==> config.mk <==
export PLATFORM = sky130hd
export DESIGN_NAME = compressor_error_monitor
export DESIGN_NICKNAME = d
export VERILOG_FILES = /design/src/rtl/cmp_metrics_pkg.sv /design/src/rtl/err_distance_stage.sv /design/src/rtl/compressor_error_monitor.sv
export SDC_FILE = /design/constraint.sdc
export NUM_CORES = 1
export LEC_CHECK = 0
export CAP_MARGIN = 0
export CELL_PAD_IN_SITES_DETAIL_PLACEMENT = 0
export CELL_PAD_IN_SITES_GLOBAL_PLACEMENT = 1
export CORE_MARGIN = 2
export CORE_UTILIZATION = 35
export DETAILED_ROUTE_END_ITERATION = 16
export PLACE_DENSITY = 0.81
export SLEW_MARGIN = 0
export SYNTH_ARGS = -nofsm -noshare
export SYNTH_HDL_FRONTEND = slang
export SYNTH_SLANG_ARGS = --single-unit
==> constraint.sdc <==
create_clock -name clk -period 5.9 [get_ports clk]
set_input_delay 1.18 -clock clk [delete_from_list [all_inputs] [get_ports clk]]
set_output_delay 1.18 -clock clk [all_outputs]
set_load 0.01 [all_outputs]
==> src/rtl/cmp_metrics_pkg.sv <==
// Shared definitions for the compressor error monitor.
//   SUM_W_DEF    default width of each compressor output
//   mon_state_e  monitor sequencing states
//   acc_width()  width of the absolute-error accumulator for a given window
package cmp_metrics_pkg;

    localparam int SUM_W_DEF = 2;

    typedef enum logic [1:0] {
        ST_IDLE  = 2'd0,
        ST_RUN   = 2'd1,
        ST_DRAIN = 2'd2,
        ST_DONE  = 2'd3
    } mon_state_e;

    // Sum of WINDOW values each at most 2^SUM_W-1 fits in CNT_W+SUM_W bits.
    function automatic int acc_width(input int window, input int sum_w);
        return $clog2(window + 1) + sum_w;
    endfunction

endpackage

==> src/rtl/err_distance_stage.sv <==
// Stage-1 register of the error monitor: on each accepted sample it captures
// whether the exact and approximate sums differ and by how much.
// Optional macro CMP_ERR_BIAS_EN adds the signed difference output.
// Ports:
//   clk, rst_n     clock, async active-low reset
//   capture        a sample pair is transferred this cycle
//   exact_sum      exact compressor output
//   approx_sum     approximate compressor output
//   s1_valid       registered: stage holds a sample
//   s1_mismatch    registered: exact != approx
//   s1_abs_diff    registered: |exact - approx|
//   s1_diff        registered: exact - approx, signed (CMP_ERR_BIAS_EN only)
module err_distance_stage
    import cmp_metrics_pkg::*;
#(
    parameter int SUM_W = SUM_W_DEF
) (
    input  logic                    clk,
    input  logic                    rst_n,
    input  logic                    capture,
    input  logic [SUM_W-1:0]        exact_sum,
    input  logic [SUM_W-1:0]        approx_sum,
    output logic                    s1_valid,
    output logic                    s1_mismatch,
    output logic [SUM_W-1:0]        s1_abs_diff
`ifdef CMP_ERR_BIAS_EN
    ,
    output logic signed [SUM_W:0]   s1_diff
`endif
);

    logic             valid_q,    valid_d;
    logic             mismatch_q, mismatch_d;
    logic [SUM_W-1:0] abs_diff_q, abs_diff_d;
`ifdef CMP_ERR_BIAS_EN
    logic signed [SUM_W:0] diff_q, diff_d;
`endif

    always_comb begin
        valid_d    = capture;
        mismatch_d = mismatch_q;
        abs_diff_d = abs_diff_q;
        if (capture) begin
            mismatch_d = (exact_sum != approx_sum);
            abs_diff_d = (exact_sum >= approx_sum) ? (exact_sum - approx_sum)
                                                   : (approx_sum - exact_sum);
        end
    end

`ifdef CMP_ERR_BIAS_EN
    always_comb begin
        diff_d = diff_q;
        if (capture) begin
            diff_d = $signed({1'b0, exact_sum}) - $signed({1'b0, approx_sum});
        end
    end
`endif

    always_ff @(posedge clk or negedge rst_n) begin
        if (!rst_n) begin
            valid_q    <= 1'b0;
            mismatch_q <= 1'b0;
            abs_diff_q <= '0;
`ifdef CMP_ERR_BIAS_EN
            diff_q     <= '0;
`endif
        end else begin
            valid_q    <= valid_d;
            mismatch_q <= mismatch_d;
            abs_diff_q <= abs_diff_d;
`ifdef CMP_ERR_BIAS_EN
            diff_q     <= diff_d;
`endif
        end
    end

    assign s1_valid    = valid_q;
    assign s1_mismatch = mismatch_q;
    assign s1_abs_diff = abs_diff_q;
`ifdef CMP_ERR_BIAS_EN
    assign s1_diff     = diff_q;
`endif

endmodule

==> src/rtl/compressor_error_monitor.sv <==
// Streaming error-metric accumulator for paired exact/approximate 8:2
// compressor outputs. Accepts WINDOW sample pairs per run and holds the
// mismatch count, total absolute error and maximum absolute error.
// Optional macro CMP_ERR_BIAS_EN adds err_bias_sum, the signed running sum
// of (exact - approx).
// Ports:
//   clk, rst_n     clock, async active-low reset
//   start          begin a new run (accepted in IDLE and DONE)
//   in_valid       sample pair valid
//   in_ready       monitor accepts a sample this cycle
//   exact_sum      exact compressor output
//   approx_sum     approximate compressor output
//   busy           run in progress (RUN or DRAIN)
//   done           results final and held
//   sample_count   samples accepted this run
//   err_count      samples with exact != approx
//   abs_err_sum    sum of |exact - approx|
//   max_abs_err    largest |exact - approx|
//   err_bias_sum   signed sum of (exact - approx) (CMP_ERR_BIAS_EN only)
//
// state | meaning
// IDLE  | after reset, nothing measured
// RUN   | accepting samples until WINDOW transfers
// DRAIN | one cycle, last sample moves from stage 1 into accumulators
// DONE  | results held until the next start
module compressor_error_monitor
    import cmp_metrics_pkg::*;
#(
    parameter  int SUM_W  = SUM_W_DEF,
    parameter  int WINDOW = 256,
    localparam int CNT_W  = $clog2(WINDOW + 1),
    localparam int ACC_W  = acc_width(WINDOW, SUM_W)
) (
    input  logic                    clk,
    input  logic                    rst_n,
    input  logic                    start,
    input  logic                    in_valid,
    output logic                    in_ready,
    input  logic [SUM_W-1:0]        exact_sum,
    input  logic [SUM_W-1:0]        approx_sum,
    output logic                    busy,
    output logic                    done,
    output logic [CNT_W-1:0]        sample_count,
    output logic [CNT_W-1:0]        err_count,
    output logic [ACC_W-1:0]        abs_err_sum,
    output logic [SUM_W-1:0]        max_abs_err
`ifdef CMP_ERR_BIAS_EN
    ,
    output logic signed [ACC_W:0]   err_bias_sum
`endif
);

    localparam logic [CNT_W-1:0] WINDOW_C = CNT_W'(WINDOW);
    localparam logic [CNT_W-1:0] LAST_C   = CNT_W'(WINDOW - 1);

    mon_state_e       state_q, state_d;
    logic             busy_q, busy_d;
    logic             done_q, done_d;
    logic [CNT_W-1:0] sample_count_q, sample_count_d;
    logic [CNT_W-1:0] err_count_q, err_count_d;
    logic [ACC_W-1:0] abs_err_sum_q, abs_err_sum_d;
    logic [SUM_W-1:0] max_abs_err_q, max_abs_err_d;
`ifdef CMP_ERR_BIAS_EN
    logic signed [ACC_W:0] err_bias_sum_q, err_bias_sum_d;
    logic signed [SUM_W:0] s1_diff;
`endif

    logic             xfer;
    logic             s1_valid;
    logic             s1_mismatch;
    logic [SUM_W-1:0] s1_abs_diff;

    // Readiness depends only on registered state so it never loops back
    // through an upstream valid.
    assign in_ready = (state_q == ST_RUN) && (sample_count_q < WINDOW_C);
    assign xfer     = in_valid && in_ready;

    err_distance_stage #(
        .SUM_W (SUM_W)
    ) u_stage1 (
        .clk         (clk),
        .rst_n       (rst_n),
        .capture     (xfer),
        .exact_sum   (exact_sum),
        .approx_sum  (approx_sum),
        .s1_valid    (s1_valid),
        .s1_mismatch (s1_mismatch),
        .s1_abs_diff (s1_abs_diff)
`ifdef CMP_ERR_BIAS_EN
        ,
        .s1_diff     (s1_diff)
`endif
    );

    always_comb begin
        state_d        = state_q;
        sample_count_d = sample_count_q;
        err_count_d    = err_count_q;
        abs_err_sum_d  = abs_err_sum_q;
        max_abs_err_d  = max_abs_err_q;
`ifdef CMP_ERR_BIAS_EN
        err_bias_sum_d = err_bias_sum_q;
`endif

        // Stage 2: fold the registered sample into the accumulators.
        if (s1_valid) begin
            err_count_d   = err_count_q + CNT_W'(s1_mismatch);
            abs_err_sum_d = abs_err_sum_q + ACC_W'(s1_abs_diff);
            if (s1_abs_diff > max_abs_err_q) begin
                max_abs_err_d = s1_abs_diff;
            end
`ifdef CMP_ERR_BIAS_EN
            err_bias_sum_d = err_bias_sum_q
                           + $signed({{CNT_W{s1_diff[SUM_W]}}, s1_diff});
`endif
        end

        case (state_q)
            ST_IDLE, ST_DONE: begin
                if (start) begin
                    state_d        = ST_RUN;
                    sample_count_d = '0;
                    err_count_d    = '0;
                    abs_err_sum_d  = '0;
                    max_abs_err_d  = '0;
`ifdef CMP_ERR_BIAS_EN
                    err_bias_sum_d = '0;
`endif
                end
            end
            ST_RUN: begin
                if (xfer) begin
                    sample_count_d = sample_count_q + 1'b1;
                    if (sample_count_q == LAST_C) begin
                        state_d = ST_DRAIN;
                    end
                end
            end
            ST_DRAIN: begin
                state_d = ST_DONE;
            end
            default: begin
                state_d = ST_IDLE;
            end
        endcase

        busy_d = (state_d == ST_RUN) || (state_d == ST_DRAIN);
        done_d = (state_d == ST_DONE);
    end

    always_ff @(posedge clk or negedge rst_n) begin
        if (!rst_n) begin
            state_q        <= ST_IDLE;
            busy_q         <= 1'b0;
            done_q         <= 1'b0;
            sample_count_q <= '0;
            err_count_q    <= '0;
            abs_err_sum_q  <= '0;
            max_abs_err_q  <= '0;
`ifdef CMP_ERR_BIAS_EN
            err_bias_sum_q <= '0;
`endif
        end else begin
            state_q        <= state_d;
            busy_q         <= busy_d;
            done_q         <= done_d;
            sample_count_q <= sample_count_d;
            err_count_q    <= err_count_d;
            abs_err_sum_q  <= abs_err_sum_d;
            max_abs_err_q  <= max_abs_err_d;
`ifdef CMP_ERR_BIAS_EN
            err_bias_sum_q <= err_bias_sum_d;
`endif
        end
    end

    assign busy         = busy_q;
    assign done         = done_q;
    assign sample_count = sample_count_q;
    assign err_count    = err_count_q;
    assign abs_err_sum  = abs_err_sum_q;
    assign max_abs_err  = max_abs_err_q;
`ifdef CMP_ERR_BIAS_EN
    assign err_bias_sum = err_bias_sum_q;
`endif

endmodule

# Word-level counts from Yosys, hierarchy flattened
# Index checks and enable logic that the tools add are counted.
# totals
reg_bits	39
out_inout_bits	34
elab_cells	53
# op_classes
n_mux	18
eq_ne	10
n_lt_le_gt_ge	3
n_reduce_logical	7
addsub	5
# op_table
cell	count
$mux 9	5
$mux 11	3
$pmux 9 s2	1
$mux 2	8
$add 11x2->11	1
$add 9x1->9	1
$add 9x1->9 const B	1
$eq 9x8->1 const B	1
$lt 9x9->1 const B	1
$eq 2x2->1 const B	4
$pmux 2 s3	1
$eq 2x1->1 const B	2
$sub 2x2->2	2
$reduce_and 3->1	1
$ge 2x2->1	1
$gt 2x2->1	1
$logic_and 1x1->1	2
$logic_not 2->1	1
$ne 2x1->1 const B	1
$ne 2x2->1	1
$ne 2x2->1 const B	1
$reduce_bool 2->1	1
$reduce_or 2->1	1
$logic_or 1x1->1	1

# Depth between registers and ports, before layout
# logic_depth
word_depth	7
mapped_depth	9
ltp_nobuf	8

# Cells and area by module
# Synthesis repeated with hierarchy kept, for this count alone.
# unflattened
hier_cells	211
area_unflattened_um2	2078.2
# modules_own_cells
module	cells_per_inst	instances	area_per_inst_um2
compressor_error_monitor	189	1	1843.0
err_distance_stage	22	1	235.2

# Worst setup path after synthesis
# No wires, ideal clock.
# synth_path
path_type	input to register
startpoint	in exact_sum[0]
endpoint	reg u_stage1.abs_diff_q[1], in the netlist u_stage1.s1_abs_diff[1]
slack_ns	3.381
arrival_ns	2.390
path_stages	7
required_time_ns	5.771
setup_ns	0.129
path_cell_list	inv_1 > ha_1 > inv_1 > fa_1 > a22o_1 > a221oi_1 > a21oi_1
# synth_via
elab_chain_cells	2
word_cells_on_any_way	4
classes_between	2 x add/sub; 1 x order compare; 1 x mux
# synth_rtl
item	line_no	rtl
start, declared	compressor_error_monitor.sv:39	input logic [SUM_W-1:0] exact_sum,
$sub 2x2->2 (tied with other cells)	err_distance_stage.sv:46	: (approx_sum - exact_sum);
$mux 2 *	err_distance_stage.sv:45	abs_diff_d = (exact_sum >= approx_sum) ? (exact_sum - approx_sum)
end signal, assigned	err_distance_stage.sv:70	abs_diff_q <= abs_diff_d;
end, declared	err_distance_stage.sv:34	logic [SUM_W-1:0] abs_diff_q, abs_diff_d;
# Mark *: on every way between the ends. The rest lies on a longest branch, timed or not.
# A chain may end at the register's enable or synchronous reset.

# Worst setup path in the final report
# layout_path
startpoint	reg state_q[1]
endpoint	out in_ready
# layout_via
elab_chain_cells	2
# layout_rtl
item	line_no	rtl
start, declared	compressor_error_monitor.sv:56	mon_state_e state_q, state_d;
start signal, assigned	compressor_error_monitor.sv:164	state_q <= state_d;
$eq 2x1->1	compressor_error_monitor.sv:75	assign in_ready = (state_q == ST_RUN) && (sample_count_q < WINDOW_C);
$logic_and 1x1->1	compressor_error_monitor.sv:75	
end, declared	compressor_error_monitor.sv:38	output logic in_ready,
# No other way between the ends.

==> metrics.log <==
[metrics] most used cell, CP: sky130_fd_sc_hd__inv_1
[metrics] commonest cells after routing, fill and taps aside: sky130_fd_sc_hd__clkdlybuf4s50_1, sky130_fd_sc_hd__dfrtp_1, sky130_fd_sc_hd__nor2_1, sky130_fd_sc_hd__inv_1, sky130_fd_sc_hd__ha_1
[metrics] largest fanout of any net on the critical path: 9
[metrics] Post-CTS Repair Setup Buffers: 0
[metrics] count of distinct cell types in the synthesized netlist: 42
[metrics] Placed Instance Area: 0.00255 sq mm
[metrics] transition at the pin with the smallest max-transition slack: about 1.1 ns
[metrics] pwr dens: 356 mW/mm^2
[metrics] Largest delay share family, worst path: buffers and inverters
[metrics] height of the die: about 80 microns
[metrics] CTS tree: done
[metrics] number of slew-limit violations in the final report: 0
[metrics] largest net degree at the start of global routing: 40
[metrics] dpl hpwl: slightly below 3000 microns
[metrics] CP Launch Type: flip-flop
[metrics] type of the most critical hold path: flip-flop to flip-flop
[metrics] slew margin rel.: 0.237
[metrics] number of sinks driven by the clock tree: 39
[metrics] synthesized instance count: around 210
[metrics] f_max: ~320 MHz
[metrics] iteration-0 DRC count of the detailed router: 41
[metrics] filler cell count in the final layout: approximately 560
[metrics] final net count: around 270
[metrics] routability congestion estimate: around 0.75
[metrics] insertion delay of the later-clocked pin in the worst-skew pair: between 0.2 and 0.3 ns
[metrics] core region area: around 0.0059 sq mm
[metrics] Worst IR Drop VDD: 0.000177 V
[metrics] Slowest-stage cell, CP: sky130_fd_sc_hd__clkdlybuf4s50_1
[metrics] quantity of I/O buffers inserted on ports: just over 40
[metrics] starting utilization of the core area: 0.359
[metrics] share of flip-flops with an asynchronous set or reset: 1.00
[metrics] launching instance or port of the critical path: state_q[1]$_DFF_PN0_
[metrics] synthesized area per cell: between 10 and 15 sq um
[metrics] overall global routing resource usage: 0.140
[metrics] DRC errors left: 0
[metrics] clock tree skew after final layout: 0.00735 ns
[metrics] Bufs on Longest Clock Path: 2
[metrics] number of top-level pins: 42
[metrics] initial antenna violation count: 0
[metrics] via/cell ratio: ~5
[metrics] deepest level of the CTS H-tree: 2
[metrics] maximum single-stage delay on the critical path: approximately 0.54 ns
[metrics] count of max-cap constraint violations: 0
[metrics] final instance area: approximately 0.0027 sq mm
[metrics] Finish-stage setup viols: 0
[metrics] wire length reported by the detailed router: between 4000 and 5000 microns
[metrics] via count of the first global-routing pass: roughly 1,600
[metrics] post-synthesis register bit count: 39
[metrics] outcome: finished, final reports clean
[metrics] width of the die: roughly 80 microns
[metrics] CTS buffer count: 5
[metrics] number of rows created at floorplan: 28
[metrics] Final min period: approximately 3.1 ns
[metrics] Die Footprint: around 0.0066 sq mm
[metrics] Antenna Cells: 0
[metrics] Total Neg Setup Slack: 0 ns
[metrics] number of enable flip-flop cells after synthesis: 0
[metrics] critical path buffer and inverter count: 3
[metrics] Arr. time, crit path: around 1.9 ns
[metrics] Clock Pin Slew Worst Setup and Hold Paths: 0.07 ns
[metrics] startpoint of the lowest-slack hold path: sample_count[7]$_DFFE_PN0P_
[metrics] post-cts repair resize count: 0
[metrics] share of cells above drive strength 1: 0.0640
[metrics] reg2reg start: sample_count[0]$_DFFE_PN0P_
[metrics] Warnings, synthesis: 0
[metrics] static leakage: roughly 1.2 nW
[metrics] leading register cell type out of synthesis: sky130_fd_sc_hd__dfrtp_1
[metrics] WS Path Type: flip-flop to output pin
[metrics] clock root buffer master: sky130_fd_sc_hd__clkbuf_8
[metrics] wire per inst: roughly 13 microns
[metrics] sequential area share after synthesis: 0.465
[metrics] post-synth net total: 232
[metrics] number of antenna-violating nets in the routed design: 0
[metrics] CP required: 4.72 ns
[metrics] number of detailed-routing iterations run before antenna repair: 4
[metrics] Final Cycle Share: 0.527
[metrics] global-route wire length before repair: approximately 7100 microns
[metrics] RSZ-0062 raised after global routing: false
[metrics] endpoint kind of the worst setup timing path: output pin
[metrics] routed vias: around 1,600
[metrics] Post-Synthesis Cell Area: approximately 0.0021 sq mm
[metrics] Overflow after GRT: 0
[metrics] cell-by-cell listing of the critical path: inv_1 -> ha_1 -> inv_1 -> nor2_1 -> clkdlybuf4s50_1
[metrics] most frequent standard cell in the layout excluding fill and tap cells: sky130_fd_sc_hd__clkdlybuf4s50_1
[metrics] number of buffers inserted for hold repair after clock tree synthesis: 0
[metrics] final hold violations: 0
[metrics] area added between synthesis and finish: 26.5%
stage by stage:
step	instances	util	total power, mW	setup slack (ns)	hold slack [ns]
floorplan	207	-	0.630	3.38	0.523
global placement	317	0.436	0.743	2.83	0.515
detailed placement	317	0.436	0.758	2.77	0.512
CTS	325	0.454	0.964	2.77	0.522
global route	325	0.454	1.03	2.58	0.564
finish	325	0.454	0.947	2.79	0.522
cells by family after synthesis:
kind of cell | Yosys count | synth area share
xor+xnor | 13 | 0.0542
compound gates | 40 | 0.126
fa+ha+maj | 17 | 0.108
simple gates | 73 | 0.179
flops | 39 | 0.465
mux | 4 | 0.0191
buf+inv | 21 | 0.0489
where the power goes:
part / total, mW / internal, mW / switching (mW)
registers: 0.379 / 0.319 / 0.0593
clock network: 0.200 / 0.106 / 0.0936
logic: 0.368 / 0.176 / 0.192
per-layer routing:
layer | GRT usage | up-vias | part of all wire
li1 | - | 803 | -
met1 | 0.175 | 773 | 0.47
met2 | 0.230 | 37 | 0.47
met3 | 0.0319 | 8 | 0.046
met5 | 0 | - | 0
met4 | 0.0610 | 0 | 0.016
final timing paths:
path                                                     to  slack [ns]  cells after the start
worst min-delay path            sample_count[7]$_DFFE_PN0P_        0.52                      1
worst max register to register               busy$_DFF_PN0_        3.76                      8
worst min register to register  sample_count[7]$_DFFE_PN0P_        0.52                      1
max in group asynchronous       sample_count[2]$_DFFE_PN0P_        4.36                      1
min in group asynchronous          abs_err_sum[1]$_DFF_PN0_        0.99                      1
worst max-delay path                               in_ready        2.79                      5
sequential cells by signal, indices dropped and copies added, names as in the netlist:
name                  cells
abs_err_sum              11
err_count                 9
sample_count              9
max_abs_err               2
state_q                   2
u_stage1.s1_abs_diff      2
busy                      1
done                      1
u_stage1.s1_mismatch      1
u_stage1.s1_valid         1
synthesized netlist by cell type, types with 3 or more instances:
master                    count  area [sq um]
sky130_fd_sc_hd__a21oi_1     10          50.1
sky130_fd_sc_hd__and4_1       3          26.3
sky130_fd_sc_hd__buf_6        3          33.8
sky130_fd_sc_hd__dfrtp_1     39           976
sky130_fd_sc_hd__ha_1        15           188
sky130_fd_sc_hd__inv_1       15          56.3
sky130_fd_sc_hd__mux2i_1      4          40.0
sky130_fd_sc_hd__nand2_1     12          45.0
sky130_fd_sc_hd__nand3_1      7          35.0
sky130_fd_sc_hd__nand4_1      3          18.8
sky130_fd_sc_hd__nor2_1      27           101
sky130_fd_sc_hd__nor3_1       4          20.0
sky130_fd_sc_hd__o21ai_0      8          40.0
sky130_fd_sc_hd__o21ai_1      5          25.0
sky130_fd_sc_hd__o31ai_1      3          22.5
sky130_fd_sc_hd__or3_1        3          18.8
sky130_fd_sc_hd__xnor2_1      7          61.3
sky130_fd_sc_hd__xor2_1       6          52.6
layout make-up:
type | count | area, sq um | share of cell area
multi-input combinational | 147 | 1020 | 0.384
sequential | 39 | 976 | 0.367
timing repair buffer | 41 | 405 | 0.153
clock buffer | 7 | 96.3 | 0.0363
tap | 75 | 93.8 | 0.0353
inverter | 15 | 56.3 | 0.0212
clock inverter | 1 | 7.51 | 0.00283
Note: power is estimated with default switching activity, not from simulation.
